[src/rtl/router_pkt_tx.sv]
`default_nettype none
// ============================================================================
// Module   : router_pkt_tx
// Purpose  : Packet transmitter feeding the 1x3 router input port. Accepts a
//            command (destination, length), buffers the whole payload, then
//            emits header, payload and parity while honouring router busy.
// Revision : 1.0 - initial release
// ----------------------------------------------------------------------------
// Ports
//   clk           in   system clock, rising edge
//   rst           in   synchronous reset, active-high
//   cmd_vld_i     in   command valid
//   cmd_rdy_o     out  command ready (IDLE only)
//   cmd_addr_i    in   destination port 0..2
//   cmd_len_i     in   payload length 1..63
//   cmd_corrupt_i in   request inverted parity byte
//   pay_data_i    in   payload byte
//   pay_vld_i     in   payload byte valid
//   pay_rdy_o     out  payload ready (FILL only)
//   busy_i        in   router busy; a byte advances at an edge with busy=0
//   pkt_vld_o     out  packet valid to router
//   data_in_o     out  byte to router
//   tx_done_o     out  one-cycle pulse after parity is accepted
//   cmd_err_o     out  one-cycle pulse on a rejected command
//   pkt_cnt_o     out  packets sent, wraps at 16 bits
// Build option
//   TX_PARITY_CORRUPT_EN : when defined, a latched cmd_corrupt inverts the
//                          parity byte; otherwise cmd_corrupt_i is ignored.
// ============================================================================
module router_pkt_tx #(
   parameter int MAX_LEN = 63
) (
   input  logic        clk,
   input  logic        rst,
   input  logic        cmd_vld_i,
   output logic        cmd_rdy_o,
   input  logic [1:0]  cmd_addr_i,
   input  logic [5:0]  cmd_len_i,
   input  logic        cmd_corrupt_i,
   input  logic [7:0]  pay_data_i,
   input  logic        pay_vld_i,
   output logic        pay_rdy_o,
   input  logic        busy_i,
   output logic        pkt_vld_o,
   output logic [7:0]  data_in_o,
   output logic        tx_done_o,
   output logic        cmd_err_o,
   output logic [15:0] pkt_cnt_o
);

   localparam logic [2:0] c_IDLE = 3'd0;
   localparam logic [2:0] c_FILL = 3'd1;
   localparam logic [2:0] c_HDR  = 3'd2;
   localparam logic [2:0] c_BODY = 3'd3;
   localparam logic [2:0] c_PAR  = 3'd4;
   localparam logic [2:0] c_GAP  = 3'd5;

   localparam logic [6:0] c_MAX_LEN = 7'(MAX_LEN);

   logic [2:0]  state_q, state_d;
   logic [1:0]  addr_q, addr_d;
   logic [5:0]  len_q, len_d;
   logic [7:0]  par_q, par_d;
   logic [5:0]  wr_idx_q, wr_idx_d;
   logic [5:0]  rd_idx_q, rd_idx_d;
   logic [15:0] pkt_cnt_q, pkt_cnt_d;
   logic        cmd_rdy_q, cmd_rdy_d;
   logic        pay_rdy_q, pay_rdy_d;
   logic        pkt_vld_q, pkt_vld_d;
   logic [7:0]  data_q, data_d;
   logic        tx_done_q, tx_done_d;
   logic        cmd_err_q, cmd_err_d;
   logic [7:0]  buf_q [MAX_LEN];
   logic        w_cmd_bad;
   logic [7:0]  w_par_out;

`ifdef TX_PARITY_CORRUPT_EN
   logic corrupt_q, corrupt_d;
   assign w_par_out = par_d ^ {8{corrupt_d}};
`else
   logic w_unused_corrupt;
   assign w_unused_corrupt = cmd_corrupt_i;
   assign w_par_out        = par_d;
`endif

   // Length is also bounded by the buffer depth so a reduced MAX_LEN build
   // can never index past the end of the buffer.
   assign w_cmd_bad = (cmd_addr_i == 2'd3) || (cmd_len_i == 6'd0) ||
                      ({1'b0, cmd_len_i} > c_MAX_LEN);

   // State and output registers
   always_ff @(posedge clk) begin
      if (rst) begin
         state_q   <= c_IDLE;
         addr_q    <= 2'd0;
         len_q     <= 6'd0;
         par_q     <= 8'h00;
         wr_idx_q  <= 6'd0;
         rd_idx_q  <= 6'd0;
         pkt_cnt_q <= 16'd0;
         cmd_rdy_q <= 1'b1;
         pay_rdy_q <= 1'b0;
         pkt_vld_q <= 1'b0;
         data_q    <= 8'h00;
         tx_done_q <= 1'b0;
         cmd_err_q <= 1'b0;
`ifdef TX_PARITY_CORRUPT_EN
         corrupt_q <= 1'b0;
`endif
      end else begin
         state_q   <= state_d;
         addr_q    <= addr_d;
         len_q     <= len_d;
         par_q     <= par_d;
         wr_idx_q  <= wr_idx_d;
         rd_idx_q  <= rd_idx_d;
         pkt_cnt_q <= pkt_cnt_d;
         cmd_rdy_q <= cmd_rdy_d;
         pay_rdy_q <= pay_rdy_d;
         pkt_vld_q <= pkt_vld_d;
         data_q    <= data_d;
         tx_done_q <= tx_done_d;
         cmd_err_q <= cmd_err_d;
`ifdef TX_PARITY_CORRUPT_EN
         corrupt_q <= corrupt_d;
`endif
      end
   end

   // Payload buffer; contents are don't-care after reset, so no reset term.
   always_ff @(posedge clk) begin
      if (state_q == c_FILL && pay_vld_i) begin
         buf_q[wr_idx_q] <= pay_data_i;
      end
   end

   // Next-state and datapath
   always_comb begin
      state_d   = state_q;
      addr_d    = addr_q;
      len_d     = len_q;
      par_d     = par_q;
      wr_idx_d  = wr_idx_q;
      rd_idx_d  = rd_idx_q;
      pkt_cnt_d = pkt_cnt_q;
`ifdef TX_PARITY_CORRUPT_EN
      corrupt_d = corrupt_q;
`endif
      case (state_q)
         c_IDLE: begin
            if (cmd_vld_i) begin
               addr_d = cmd_addr_i;
               len_d  = cmd_len_i;
`ifdef TX_PARITY_CORRUPT_EN
               corrupt_d = cmd_corrupt_i;
`endif
               if (!w_cmd_bad) begin
                  state_d  = c_FILL;
                  par_d    = {cmd_len_i, cmd_addr_i};
                  wr_idx_d = 6'd0;
               end
            end
         end
         c_FILL: begin
            if (pay_vld_i) begin
               par_d    = par_q ^ pay_data_i;
               wr_idx_d = wr_idx_q + 6'd1;
               if (wr_idx_q == len_q - 6'd1) begin
                  state_d = c_HDR;
               end
            end
         end
         c_HDR: begin
            if (!busy_i) begin
               state_d  = c_BODY;
               rd_idx_d = 6'd0;
            end
         end
         c_BODY: begin
            if (!busy_i) begin
               rd_idx_d = rd_idx_q + 6'd1;
               if (rd_idx_q == len_q - 6'd1) begin
                  state_d = c_PAR;
               end
            end
         end
         c_PAR: begin
            if (!busy_i) begin
               state_d   = c_GAP;
               pkt_cnt_d = pkt_cnt_q + 16'd1;
            end
         end
         c_GAP: begin
            if (!busy_i) begin
               state_d = c_IDLE;
            end
         end
         default: state_d = c_IDLE;
      endcase
   end

   // Registered outputs are computed from the upcoming state so they line up
   // with the state they describe.
   always_comb begin
      cmd_rdy_d = (state_d == c_IDLE);
      pay_rdy_d = (state_d == c_FILL);
      pkt_vld_d = (state_d == c_HDR) || (state_d == c_BODY);
      tx_done_d = (state_q == c_PAR) && (state_d == c_GAP);
      cmd_err_d = (state_q == c_IDLE) && cmd_vld_i && w_cmd_bad;
      data_d    = 8'h00;
      case (state_d)
         c_HDR:   data_d = {len_d, addr_d};
         c_BODY:  data_d = buf_q[rd_idx_d];
         c_PAR:   data_d = w_par_out;
         default: data_d = 8'h00;
      endcase
   end

   assign cmd_rdy_o = cmd_rdy_q;
   assign pay_rdy_o = pay_rdy_q;
   assign pkt_vld_o = pkt_vld_q;
   assign data_in_o = data_q;
   assign tx_done_o = tx_done_q;
   assign cmd_err_o = cmd_err_q;
   assign pkt_cnt_o = pkt_cnt_q;

endmodule
`default_nettype wire

[config.mk]
export PLATFORM = sky130hd
export DESIGN_NAME = router_pkt_tx
export DESIGN_NICKNAME = d
export VERILOG_FILES = /design/src/rtl/router_pkt_tx.sv
export SDC_FILE = /design/constraint.sdc
export NUM_CORES = 1
export LEC_CHECK = 0
export CORE_ASPECT_RATIO = 0.5
export CORE_MARGIN = 4
export CORE_UTILIZATION = 52
export DETAILED_ROUTE_END_ITERATION = 10
export GPL_TIMING_DRIVEN = 0
export HOLD_SLACK_MARGIN = 0.12
export PLACE_DENSITY = 0.74
export SETUP_SLACK_MARGIN = 0.1
export SLEW_MARGIN = 25
export SYNTH_ARGS = -nofsm -noshare
export SYNTH_HDL_FRONTEND = slang
export SYNTH_SLANG_ARGS = --single-unit
[constraint.sdc]
create_clock -name clk -period 8.2 [get_ports clk]
set_clock_uncertainty 0.05 [all_clocks]
set_input_delay 2.05 -clock clk [delete_from_list [all_inputs] [get_ports clk]]
set_output_delay 2.05 -clock clk [all_outputs]
set_load 0.02 [all_outputs]
# After elaboration in Yosys (flattened, before gate mapping)
# Memory sizes are Yosys's and may differ from the RTL's.
# Index checks and enable logic that the tools add are counted.
totals:
  wordCells: 76
  mem_count: 1
  reg_bits: 60
  out_inout_bits: 29
  inputBits: 22
  ramBits: 504
mem_list:
  columns: ["name", "depth", "width", "rd", "rd_clocked_by_memory_dff", "wr", "line", "text"]
  rows:
  - ["buf_q", 63, 8, 1, 0, 1, "73", "logic [7:0] buf_q [MAX_LEN];"]
op_classes:
  n_reduce_logical: 12
  n_addsub: 4
  mux: 28
  n_bitwise: 2
  n_eq_ne: 16
ops:
  columns: ["operator", "n"]
  rows:
  - ["two-way mux 6 bit", 7]
  - ["two-way mux 3 bit", 9]
  - ["two-way mux 8 bit", 3]
  - ["one-hot mux 6 bit (2 select lines)", 2]
  - ["one-hot mux 8 bit (3 select lines)", 1]
  - ["one-hot mux 3 bit (6 select lines)", 1]
  - ["adder 16 x 1 -> 16 bit, second input constant", 1]
  - ["one-hot mux 8 bit (2 select lines)", 1]
  - ["adder 6 x 1 -> 6 bit, second input constant", 2]
  - ["equality test 3 x 2 -> 1 bit, second input constant", 4]
  - ["equality test 3 bit, second input constant", 4]
  - ["equality test 6 bit", 2]
  - ["bitwise XOR 8 bit", 1]
  - ["equality test 3 x 1 -> 1 bit, second input constant", 2]
  - ["zero test 3 bit", 2]
  - ["zero test 6 bit", 1]
  - ["inequality test 2 bit, second input constant", 3]
  - ["subtractor 6 x 1 -> 6 bit, second input constant", 1]
  - ["logical AND 1 bit", 4]
  - ["two-way mux 2 bit", 2]
  - ["AND reduction 4 bit", 1]
  - ["equality test 2 bit, second input constant", 1]
  - ["logical OR 1 bit", 2]
  - ["two-way mux 1 bit", 2]
  - ["3 further kinds", 3]

# Longest topological paths before layout
logic_depth:
  word_depth: 7
  mapped_depth: 14
  depth_no_buf: 10

# Least setup slack after synthesis
# No wires, ideal clock.
synth_path:
  path_type: "input -> register"
  start: "input port busy_i"
  end: "register data_q[5], in the netlist data_in_o[5]"
  cell_stages: 10
  required_ps: 8013
  path_buffers: 3
  setup_slack_ps: 3735
  setup_time_ps: 137
  t_arrival_ps: 4278
  path_cell_list: "or3b_1 clkbuf_1 mux2_2 clkbuf_1 clkbuf_1 mux4_2 a221oi_1 nand2_1 a21oi_1 o22ai_1"
synth_between:
  elab_chain_cells: 4
  word_cells_on_any_way: 13
  classes_between: "eq/ne: 3; mux: 9; memory: 1"
synth_lines:
  columns: ["element", "line", "text"]
  rows:
  - ["start, declared", "43", "input logic busy_i,"]
  - ["two-way mux 6 bit (tied with other cells)", "180", "if (!busy_i) begin"]
  - ["one-hot mux 6 bit (2 select lines) / one-hot mux 3 bit (6 select lines) (equally long branches)", "149", "case (state_q)"]
  - ["memory (63 x 8 bit) (tied with other cells)", null, null]
  - ["one-hot mux 8 bit (3 select lines) (*)", "211", "case (state_d)"]
  - ["end signal, assigned", "121", "data_q <= data_d;"]
  - ["end, declared", "70", "logic [7:0] data_q, data_d;"]
# Every way passes the cells marked *; elsewhere a longest branch is shown, timed or not.
# A chain may end at the register's enable or synchronous reset.

# Final worst setup path
layout_path:
  start: "input port busy_i"
  end: "register data_q[3], in the netlist data_in_o[3]"
# The elaborated chain is that of the path after synthesis.

==> key figures <==
Synth
  • Top-count cell post-synth: edfxtp_1
  • Register area share after synthesis: 70.7%
  • Top cell type's share of synthesized area: 65.5%
  • Asr flop ratio synth: 0%
  • Area leader, netlist: edfxtp_1
  • Yosys reg bits: 564
  • Mapped Nets: 1752
  • Cells after Synth: 1725
  • Syn avg cell area: 13.4 µm²
  • Synth top cells by count: edfxtp_1 (504), nand2_1 (322), nand3_1 (149)
  • Netlist cell types: 76
  • Synth Flop Type: edfxtp_1
  • Number of flops mapped to enable cells by yosys: 504
  • Synth top area cells: edfxtp_1 (65%), nand2_1 (5.2%), dfxtp_1 (5.2%)
  • Post-synth design cell area: 23100 µm²
  • Ys Warns: 0

CTS
  • Clk slew on worst S/H paths: 0.07 ns
  • Hold-fix buffers, CTS: 0
  • Clock sinks: 564
  • CTS Buffer Depth: 3
  • CTS Buf Count: 49
  • H-tree depth: 2
  • CTS tree: built
  • Worst-Skew Late Latency: 0.59 ns
  • Postcts setup bufs: 0
  • Post-CTS sizing: 0
  • CTS Root Cell: clkbuf_16

Power and ir drop
  • Logic pwr share: 2.5%
  • Switching share of total power: 21.0%
  • Clock power frac: 41.7%
  • Cell Int Power: 4.44 mW
  • Leak: 8.40 nW
  • Sequential power share: 55.8%
  • VDD IR max: 155 µV
  • NetSw: 1.18 mW
  • Power Density: 216 nW/µm²

Setup path
  • Reg-to-reg endpoint: data_in_o[3]$_SDFF_PP0_
  • Slowest stage delay, CP: 0.69 ns
  • Worst-path fanout max: 10
  • CP cell instances: clkdlybuf4s50_1 > ha_1 > nor2b_1 > nor3_1 > nor2_1 > buf_2 > clkbuf_1 > clkbuf_1 > nand3_1 > a32oi_1 > nand3_1 > a21oi_1 > o32ai_1
  • R2r setup slk: 2.38 ns
  • Crit Path Class: in2reg
  • Crit path arrival time: 7.72 ns
  • Worst Setup Start Kind: primary input
  • Worst setup EP type: flip-flop
  • Critical-path top delay cell: clkbuf_1
  • Worst Path Required: 8.52 ns
  • R2R depth: 12
  • Worst R2R Start: rd_idx_q[0]$_SDFF_PP0_

Timing
  • RSZ-0062 raised after global routing: no
  • Max Freq: 135 MHz
  • Final setup fails: 0
  • WHS: 0.442 ns
  • Rel. slew slack: 19.6%
  • Final slew viol count: 0
  • Period utilisation layout: 90.1%
  • Post-layout min period: 7.39 ns
  • Final Hold Fails: 0
  • Setup TNS: 0 ns
  • Measured slew at the worst slew-check pin: 1.21 ns
  • Final worst slack: 0.809 ns

GRT
  • Remaining Overflow, GRT: 0
  • Vias in the first global route: 14900
  • First-pass GRT wire length: 104000 µm
  • GRT Util Overall: 30.2%
  • Largest net degree at the start of global routing: 65
  • Initial antenna violation count: 3

Cells and area
  • NumNets Final: 1856
  • Final Non-Filler Cells: 2458
  • Share of post-route cells with drive strength above 1: 10.3%
  • Syn-to-layout area delta: 12.5%
  • Fillers: 3249

Worst hold path
  • Worst-case hold path end point: pkt_cnt_o[15]$_SDFFE_PP0P_
  • Type of the tightest min-delay check: reg2reg
  • WHS Path Cells: 2
  • HP Start: pkt_cnt_o[15]$_SDFFE_PP0P_

Routing
  • Wire per inst: 29.9 µm
  • Via count: 16100
  • Via density: 6.56
  • ANT nets after route: 0
  • 1st-pass router iterations: 8
  • Post-Route WL: 73500 µm
  • Drt drc: 0
  • Detailed Route Iter0 Violations: 2913

Placement
  • DP Worst Slack: 0.758 ns
  • Port bufs: 49
  • Dpl cells: 2366
  • Dpl hpwl: 48500 µm
  • Global placer's final weighted congestion: 0.990

Die
  • I/O pin count: 51
  • Initial Utilization: 52.9%
  • Die Wd: 306 µm
  • Die area: 48100 µm²
  • Die Height: 157 µm
  • CORE AREA: 43700 µm²
  • Row count: 54

Run status
  • Status: finished clean

Job
  • Max-cap viol count: 0
sequential cells by signal, indices dropped and copies added, names as in the netlist, 2 cells and up:
signal     count
buf_q        504
pkt_cnt_o     16
data_in_o      8
par_q          8
len_q          6
rd_idx_q       6
wr_idx_q       6
state_q        3
addr_q         2
through the flow:
| step | utilization, % | total power, mW | instance area [µm²] |
|---|---|---|---|
| after floorplan | - | 3.26 | 23100 |
| after global placement | 55.7 | 3.34 | 24300 |
| after detailed placement | 55.8 | 3.34 | 24400 |
| after CTS | 59.5 | 5.61 | 26000 |
| after global routing | 59.5 | 5.75 | 26000 |
| final | 59.5 | 5.63 | 26000 |
power groups by stage:
stage / combinational (mW) / clock (mW) / sequential, mW
final: 0.142 / 2.35 / 3.14
after global routing: 0.152 / 2.46 / 3.14
after CTS: 0.139 / 2.33 / 3.14
after detailed placement: 0.139 / 0 / 3.20
after global placement: 0.131 / 0 / 3.21
after floorplan: 0.0564 / 0 / 3.20
cell families (layout without fill, tap and decap cells):
kind of cell | count (synthesis) | after routing | share of synthesized area (%)
simple gates | 724 | 724 | 14.0
flops | 564 | 564 | 70.7
compound gates | 197 | 197 | 5.50
buf+inv | 111 | 255 | 2.05
mux | 90 | 90 | 6.10
xor+xnor | 34 | 34 | 1.42
fa+ha+maj | 5 | 5 | 0.271
other cells | 0 | 1 | 0
final cells by class:
class                      instances  area [µm²]  area share [%]
antenna                            1        2.50         0.00962
clock buffer                      54        1250            4.82
clock inverter                    37         330            1.27
inverter                           6        22.5          0.0866
buffer                           105         459            1.77
tap                              588         736            2.83
sequential                       564       16300            62.8
multi-input combinational       1050        6310            24.2
timing repair buffer              53         563            2.16
metal layers:
| layer | wire (µm) | vias up | track usage [%] |
|---|---|---|---|
| li1 | - | 6646 | - |
| met2 | 30000 | 1366 | 42.9 |
| met4 | 3090 | 2 | 10.7 |
| met1 | 27500 | 7856 | 41.4 |
| met3 | 12900 | 262 | 13.7 |
| met5 | 11 | - | 0 |
worst max-delay path by stage:
stage                      start                      end  slack, ns
after detailed placement  busy_i  data_in_o[3]$_SDFF_PP0_       0.76
final                     busy_i  data_in_o[3]$_SDFF_PP0_       0.81
after global placement    busy_i  data_in_o[3]$_SDFF_PP0_       0.73
after floorplan           busy_i  data_in_o[5]$_SDFF_PP0_       3.73
after CTS                 busy_i  data_in_o[3]$_SDFF_PP0_       1.26
after global routing      busy_i  data_in_o[3]$_SDFF_PP0_       0.90
cell usage in the layout (no fill, tap or decap), types with 5 or more instances in the layout:
cell type / count
edfxtp_1: 504
inv_1: 5
mux4_2: 39
o22ai_1: 5
a21oi_1: 82
clkdlybuf4s50_1: 41
bufinv_16: 5
a32oi_1: 6
buf_2: 39
nand3_1: 149
clkbuf_1: 51
xnor2_1: 13
dfxtp_1: 60
ha_1: 5
xor2_1: 19
nor4_1: 6
o21ai_0: 20
buf_4: 10
or3_1: 9
clkbuf_16: 49
clkinv_2: 7
clkbuf_2: 5
clkinv_1: 13
nor3_1: 23
clkinvlp_4: 6
mux2i_1: 46
a211oi_1: 7
nor2_1: 135
nand4_1: 20
nand2_1: 322
o21ai_1: 8
a311oi_1: 12
buf_1: 12
a221oi_1: 6
a31oi_1: 10
nor2b_1: 16
and3_1: 6
o32ai_1: 7
worst max-delay path: cells and delay by family:
family,cells,cell delay (ns)
compound gates,3,1.44
fa+ha+maj,1,0.29
buf+inv,4,2.63
simple gates,5,1.26
Power figures use the tool's default switching activity.
